File: config.mk
export PLATFORM = sky130hd
export DESIGN_NAME = alu_multicycle
export DESIGN_NICKNAME = d
export VERILOG_FILES = /design/src/rtl/alu_pkg.sv /design/src/rtl/alu_multicycle_mul_shift_add_step.sv /design/src/rtl/alu_multicycle.sv
export SDC_FILE = /design/constraint.sdc
export NUM_CORES = 1
export LEC_CHECK = 0
export ABC_AREA = 1
export ABC_CLOCK_PERIOD_IN_PS = 3160
export CORE_MARGIN = 3
export CORE_UTILIZATION = 59
export CTS_BUF_LIST = sky130_fd_sc_hd__clkbuf_16
export DETAILED_ROUTE_END_ITERATION = 6
export PLACE_DENSITY = 0.89
export SYNTH_ARGS = -nofsm -noshare
export SYNTH_HDL_FRONTEND = slang
export SYNTH_HIERARCHICAL = 1
export SYNTH_SLANG_ARGS = --single-unit
File: constraint.sdc
create_clock -name clk -period 3.16 [get_ports clk]
set_clock_uncertainty 0.2 [all_clocks]
set_input_delay 0.79 -clock clk [delete_from_list [all_inputs] [get_ports clk]]
set_output_delay 0.79 -clock clk [all_outputs]
set_load 0.01 [all_outputs]
File: src/rtl/alu_pkg.sv
// Shared types for the multi-cycle ALU: opcode and FSM state encodings.
package alu_pkg;

    typedef enum logic [1:0] {
        OP_ADD = 2'd0,
        OP_SUB = 2'd1,
        OP_AND = 2'd2,
        OP_MUL = 2'd3
    } alu_op_t;

    typedef enum logic [1:0] {
        S_IDLE = 2'd0,
        S_EXEC = 2'd1,
        S_DONE = 2'd2
    } alu_state_t;

    // EXEC cycles needed by an opcode for an N-bit datapath
    function automatic int unsigned alu_exec_cycles(input alu_op_t op, input int unsigned n);
        return (op == OP_MUL) ? n : 1;
    endfunction

endpackage

File: src/rtl/alu_multicycle_mul_shift_add_step.sv
// One shift-add multiply iteration: adds the (pre-shifted) multiplicand
// into the accumulator when the current multiplier bit is set.
module mul_shift_add_step #(
    parameter int unsigned W = 16
) (
    input  logic [W-1:0] acc_i,
    input  logic [W-1:0] mcand_i,
    input  logic         mbit_i,
    output logic [W-1:0] acc_o
);

    // Conditional accumulate of the multiplicand
    always_comb begin
        acc_o = acc_i;
        if (mbit_i) begin
            acc_o = acc_i + mcand_i;
        end
    end

endmodule

File: src/rtl/alu_multicycle.sv
// Multi-cycle ALU (ADD/SUB/AND/shift-add MUL) with start/busy/done handshake.
// Optional flag outputs flag_z/flag_c are built when ALU_FLAGS_EN is defined.
module alu_multicycle
    import alu_pkg::*;
#(
    parameter int unsigned N = 8
) (
    input  logic           clk,
    input  logic           rst,
    input  logic           start,
    input  logic [1:0]     op,
    input  logic [N-1:0]   a,
    input  logic [N-1:0]   b,
    output logic           busy,
    output logic           done,
    output logic [2*N-1:0] result
`ifdef ALU_FLAGS_EN
    ,
    output logic           flag_z,
    output logic           flag_c
`endif
);

    localparam int unsigned CW = $clog2(N) + 1;

    alu_state_t     state_q;
    alu_op_t        op_q;
    logic [2*N-1:0] opa_q;    // operand A, doubles as the left-shifting multiplicand
    logic [N-1:0]   opb_q;    // operand B, doubles as the right-shifting multiplier
    logic [2*N-1:0] acc_q;
    logic [CW-1:0]  cnt_q;
    logic [2*N-1:0] result_q;
    logic           busy_q;
    logic           done_q;

    logic [2*N-1:0] acc_step;
    logic [2*N-1:0] result_d;
    logic [N:0]     sum_w;
    logic [N:0]     diff_w;

    mul_shift_add_step #(
        .W (2*N)
    ) u_step (
        .acc_i   (acc_q),
        .mcand_i (opa_q),
        .mbit_i  (opb_q[0]),
        .acc_o   (acc_step)
    );

    // Final result value, committed only on the EXEC->DONE edge
    always_comb begin
        sum_w    = {1'b0, opa_q[N-1:0]} + {1'b0, opb_q};
        diff_w   = {1'b0, opa_q[N-1:0]} - {1'b0, opb_q};
        result_d = '0;
        unique case (op_q)
            OP_ADD:  result_d[N:0]   = sum_w;
            OP_SUB:  result_d[N:0]   = diff_w;
            OP_AND:  result_d[N-1:0] = opa_q[N-1:0] & opb_q;
            OP_MUL:  result_d        = acc_step;
            default: result_d        = '0;
        endcase
    end

`ifdef ALU_FLAGS_EN
    logic flag_z_q;
    logic flag_c_q;
    logic flag_c_d;

    // Carry flag source depends on the operation class
    always_comb begin
        flag_c_d = 1'b0;
        unique case (op_q)
            OP_ADD, OP_SUB: flag_c_d = result_d[N];
            OP_AND:         flag_c_d = 1'b0;
            OP_MUL:         flag_c_d = |result_d[2*N-1:N];
            default:        flag_c_d = 1'b0;
        endcase
    end

    // Flags registered alongside result
    always_ff @(posedge clk or negedge rst) begin
        if (!rst) begin
            flag_z_q <= 1'b0;
            flag_c_q <= 1'b0;
        end else if (state_q == S_EXEC && cnt_q == CW'(1)) begin
            flag_z_q <= (result_d == '0);
            flag_c_q <= flag_c_d;
        end
    end

    assign flag_z = flag_z_q;
    assign flag_c = flag_c_q;
`endif

    // Control FSM with registered busy/done; also owns operand, counter and result state
    always_ff @(posedge clk or negedge rst) begin
        if (!rst) begin
            state_q  <= S_IDLE;
            op_q     <= OP_ADD;
            opa_q    <= '0;
            opb_q    <= '0;
            acc_q    <= '0;
            cnt_q    <= '0;
            result_q <= '0;
            busy_q   <= 1'b0;
            done_q   <= 1'b0;
        end else begin
            unique case (state_q)
                S_IDLE: begin
                    done_q <= 1'b0;
                    if (start) begin
                        op_q    <= alu_op_t'(op);
                        opa_q   <= {{N{1'b0}}, a};
                        opb_q   <= b;
                        acc_q   <= '0;
                        cnt_q   <= CW'(alu_exec_cycles(alu_op_t'(op), N));
                        busy_q  <= 1'b1;
                        state_q <= S_EXEC;
                    end
                end
                S_EXEC: begin
                    // The shift-add step runs every EXEC cycle; single-cycle ops
                    // ignore it, and the last MUL step feeds result_d directly.
                    acc_q <= acc_step;
                    opa_q <= opa_q << 1;
                    opb_q <= opb_q >> 1;
                    cnt_q <= cnt_q - CW'(1);
                    if (cnt_q == CW'(1)) begin
                        result_q <= result_d;
                        busy_q   <= 1'b0;
                        done_q   <= 1'b1;
                        state_q  <= S_DONE;
                    end
                end
                S_DONE: begin
                    done_q  <= 1'b0;
                    state_q <= S_IDLE;
                end
                default: begin
                    busy_q  <= 1'b0;
                    done_q  <= 1'b0;
                    state_q <= S_IDLE;
                end
            endcase
        end
    end

    assign busy   = busy_q;
    assign done   = done_q;
    assign result = result_q;

endmodule

==> impl_summary.txt <==
----------------------------------------------------
[Run status]
  Result of the run ... finished, final reports clean

[Job]
  Max-cap violation count ... 0

[Synthesis]
  Nets in the synthesized netlist ... 707
  Distinct cell type count after synthesis ... 42
  Most instantiated cells after synthesis ... 218 x sky130_fd_sc_hd__nand2_1, 88 x sky130_fd_sc_hd__inv_1, 66 x sky130_fd_sc_hd__dfrtp_1
  Share of the synthesized area in the top cell type ... 35.68%
  Most common cell in the netlist ... sky130_fd_sc_hd__nand2_1
  Cells taking the most area after synthesis ... sky130_fd_sc_hd__dfrtp_1 36%, sky130_fd_sc_hd__nand2_1 18%, sky130_fd_sc_hd__ha_1 8.9%
  Cell count after synthesis ... 650
  Flops & latches, synth ... 66
  Commonest register cell after synthesis ... sky130_fd_sc_hd__dfrtp_1
  Syn Area/Cell ... 7.122 um2
  Cell type with the largest total area after synthesis ... sky130_fd_sc_hd__dfrtp_1
  Sequential fraction of the synthesis area ... 35.68%
  Ys async rst share ... 100.0%
  Number of enable flip-flop cells after synthesis ... 0
  Synthesis Warnings ... 6
  Cell Area, Synth ... 4629 um2

[GRT]
  Global-route wire length before repair ... 20,560 um
  Maximum number of pins on one net before global-route repair ... 67
  Initial antenna violation count ... 0
  Total routing resource utilization after global routing ... 29.75%
  Via count of the first global-routing pass ... 4,281
  Remaining global-route overflow ... 0

[Placed design]
  Cells after DPL ... 776
  Sum of net half-perimeters after detailed placement ... 9277 um
  Post-placement worst setup slack ... 0.7721 ns
  RD Place Congestion ... 0.9440
  Number of port buffers ... 38

[Setup path]
  Worst endpoint required time ... 3.18 ns
  Element type at the critical path start ... register
  Crit path kind ... reg -> reg
  CP bufs+invs ... 2
  Worst R2R Path Depth ... 15
  Gate family responsible for the most delay along the worst path ... simple AND/OR/NAND/NOR gates
  Peak fanout along the critical path ... 4
  Cells along the critical path ... ha_1, fa_1, nand2_1, nand2_1, nand3_1, nand2_1, or2_1, nand3_1, nand2_1, inv_1, o22ai_1, inv_1, nand3_1, nand2_1, nand2_1
  Origin of the critical flop-to-flop path ... opa_q[0]
  Master of the slowest instance on the critical path ... sky130_fd_sc_hd__dfrtp_1
  Start point of the critical path ... opa_q[0]
  Library cell appearing most often on the critical path ... sky130_fd_sc_hd__nand2_1
  Critical Path End Type ... register
  Slowest cell delay on critical path ... 0.41 ns
  Reg-to-reg critical path endpoint ... result[6]
  Reg2Reg Setup Slack ... 0.73 ns
  CP Data Arrival Time ... 2.45 ns

[Hold path]
  Source of the worst hold timing path ... result[1]
  Class of the tightest hold or removal check ... reg -> reg
  Worst hold path depth ... 2
  WHS Endpoint ... result[1]

[CTS]
  Clock-pin slew of the registers on the worst-case setup and hold paths ... 0.06 ns
  TritonCTS clock tree ... done
  Maximum clock path buffer count ... 2
  Count of buffers added by post-CTS timing repair for setup ... 0
  CTS-repair resized insts ... 0
  Max H-tree Level ... 3
  Post-CTS Hold Buffers ... 0
  Sink Count ... 66
  Clock latency on the worst-skew pair ... 0.33 ns
  Master cell of the clock root buffer ... sky130_fd_sc_hd__clkbuf_16
  Number of buffers created by CTS ... 9

[Final layout]
  Proportion of layout cells with a drive suffix above 1 ... 8.092%
  Cell Count, Final, Fillers Out ... 791
  Final antenna diode count ... 0
  Filler cell count ... 629
  Nets@finish ... 745
  Synth-to-layout area growth ... 15.86%

[Timing]
  Worst Tran Pin Value ... 0.8384 ns
  Final worst hold slack ... 0.2794 ns
  RSZ-0062 raised after global routing ... no
  Final WS setup ... 0.7282 ns
  Minimum clock period ... 2.432 ns
  Final-report max-slew violation count ... 0
  Number of endpoints with negative hold slack in the final report ... 0
  Total of endpoints with negative setup slack in the final report ... 0
  FMAX ... 0.4112 GHz
  Rel. slew slack ... 44.11%
  Crit share post-route ... 76.96%
  Post-route setup TNS ... 0 ns

[Routing]
  Routed wire length ... 12,520 um
  Residual antenna-violating net count after detailed routing ... 0
  Routed wirelength normalized by instance count ... 15.83 um
  Routed vias/inst ... 5.618
  Number of iterations in the first detailed-routing pass ... 5
  Routed via count ... 4,444
  Post-detailed-route DRC marker count ... 0
  Iteration-0 DRC count of the detailed router ... 396

[Power and ir drop]
  Power per unit of standard cell area ... 1278 nW/um2
  Max rail drop VDD ... 0.9340 mV
  Leakage power ... 0.002853 uW

[Floorplan]
  Count of boundary I/O pins ... 39
  Overall die height ... 94.58 um
  Row count ... 31
  Standard cell core area ... 7447 um2
  Initial Utilization ... 62.16%
  DIE AREA ... 8945 um2
  X dimension of the die ... 94.58 um

----------------------------------------------------
## through the flow
| step | power (uW) | util (%) | instance area, um2 |
|---|---|---|---|
| floorplan | 4637 | - | 4629 |
| global placement | 5648 | 68.21 | 5080 |
| detailed placement | 5771 | 68.21 | 5080 |
| CTS | 6785 | 72.03 | 5364 |
| global route | 7441 | 72.03 | 5364 |
| finish | 6855 | 72.03 | 5364 |
## layer usage
metal	vias up	global-route usage, %	share of wire (%)
met3	26	4.143	6.9
met4	0	10.82	1.9
met5	-	0	0
met1	2064	40.90	45
met2	211	48.05	46
li1	2143	-	-
## where the power goes
part           leakage, uW  total (uW)  internal, uW  switching (uW)
Clock             0.000135         971           600             371
Sequential        0.000834        1590          1230             364
Combinational      0.00188        4290          1570            2720
Total              0.00285        6850          3400            3450
## worst min-delay path, stage by stage (launching register included)
cell                      delay, ns
sky130_fd_sc_hd__dfrtp_1       0.34
sky130_fd_sc_hd__nand2_1       0.06
sky130_fd_sc_hd__o21ai_2       0.05
## worst max path at each step
stage / to / cells after the start / slack [ns]
final: result[6] / 15 / 0.73
after global routing: result[6] / 15 / 0.57
after CTS: result[4] / 12 / 0.76
after detailed placement: result[4] / 12 / 0.77
after global placement: result[6] / 15 / 0.83
after floorplan: result[4] / 12 / 0.93
## sequential cells by signal (all words and copies together) (netlist names)
| register | flops |
|---|---|
| acc_q | 16 |
| opa_q | 16 |
| result | 16 |
| opb_q | 8 |
| cnt_q | 4 |
| op_q | 2 |
| state_q | 2 |
| busy | 1 |
| done | 1 |
## logic make-up (layout without fill, tap and decap cells)
family	after synthesis	in the layout	synth area share, %
XOR/XNOR	10	10	1.892
AO/OA/AOI/OAI	98	98	12.76
buffers and inverters	119	161	10.22
AND/OR/NAND/NOR	321	321	29.24
adder cells (fa/ha/maj)	36	36	10.22
flip-flops	66	66	35.68
## cell usage in the layout (no fill, tap or decap), types with 3 or more instances in the layout
master,instances
sky130_fd_sc_hd__nand2_1,218
sky130_fd_sc_hd__nand2_2,5
sky130_fd_sc_hd__nor2_1,35
sky130_fd_sc_hd__dfrtp_1,66
sky130_fd_sc_hd__xnor2_1,4
sky130_fd_sc_hd__ha_1,33
sky130_fd_sc_hd__o21ai_0,30
sky130_fd_sc_hd__o21ai_1,6
sky130_fd_sc_hd__a21oi_1,25
sky130_fd_sc_hd__a221oi_1,5
sky130_fd_sc_hd__clkdlybuf4s50_1,37
sky130_fd_sc_hd__inv_2,15
sky130_fd_sc_hd__a21oi_2,3
sky130_fd_sc_hd__or2_1,4
sky130_fd_sc_hd__inv_1,88
sky130_fd_sc_hd__xor2_1,6
sky130_fd_sc_hd__o22ai_1,18
sky130_fd_sc_hd__nand3_1,40
sky130_fd_sc_hd__nand4_1,3
sky130_fd_sc_hd__fa_1,3
sky130_fd_sc_hd__nand3b_1,4
sky130_fd_sc_hd__buf_4,5
sky130_fd_sc_hd__clkbuf_16,9
## area by class of cell
cell class	count	area, um2	area share (%)
clock buffer	9	225.2	4.199
clock inverter	6	58.81	1.096
inverter	103	386.6	7.208
multi-input combinational	465	2505	46.70
sequential	66	1652	30.79
tap	99	123.9	2.309
timing repair buffer	43	412.9	7.698
No activity file was read; power rests on OpenSTA's default activity.
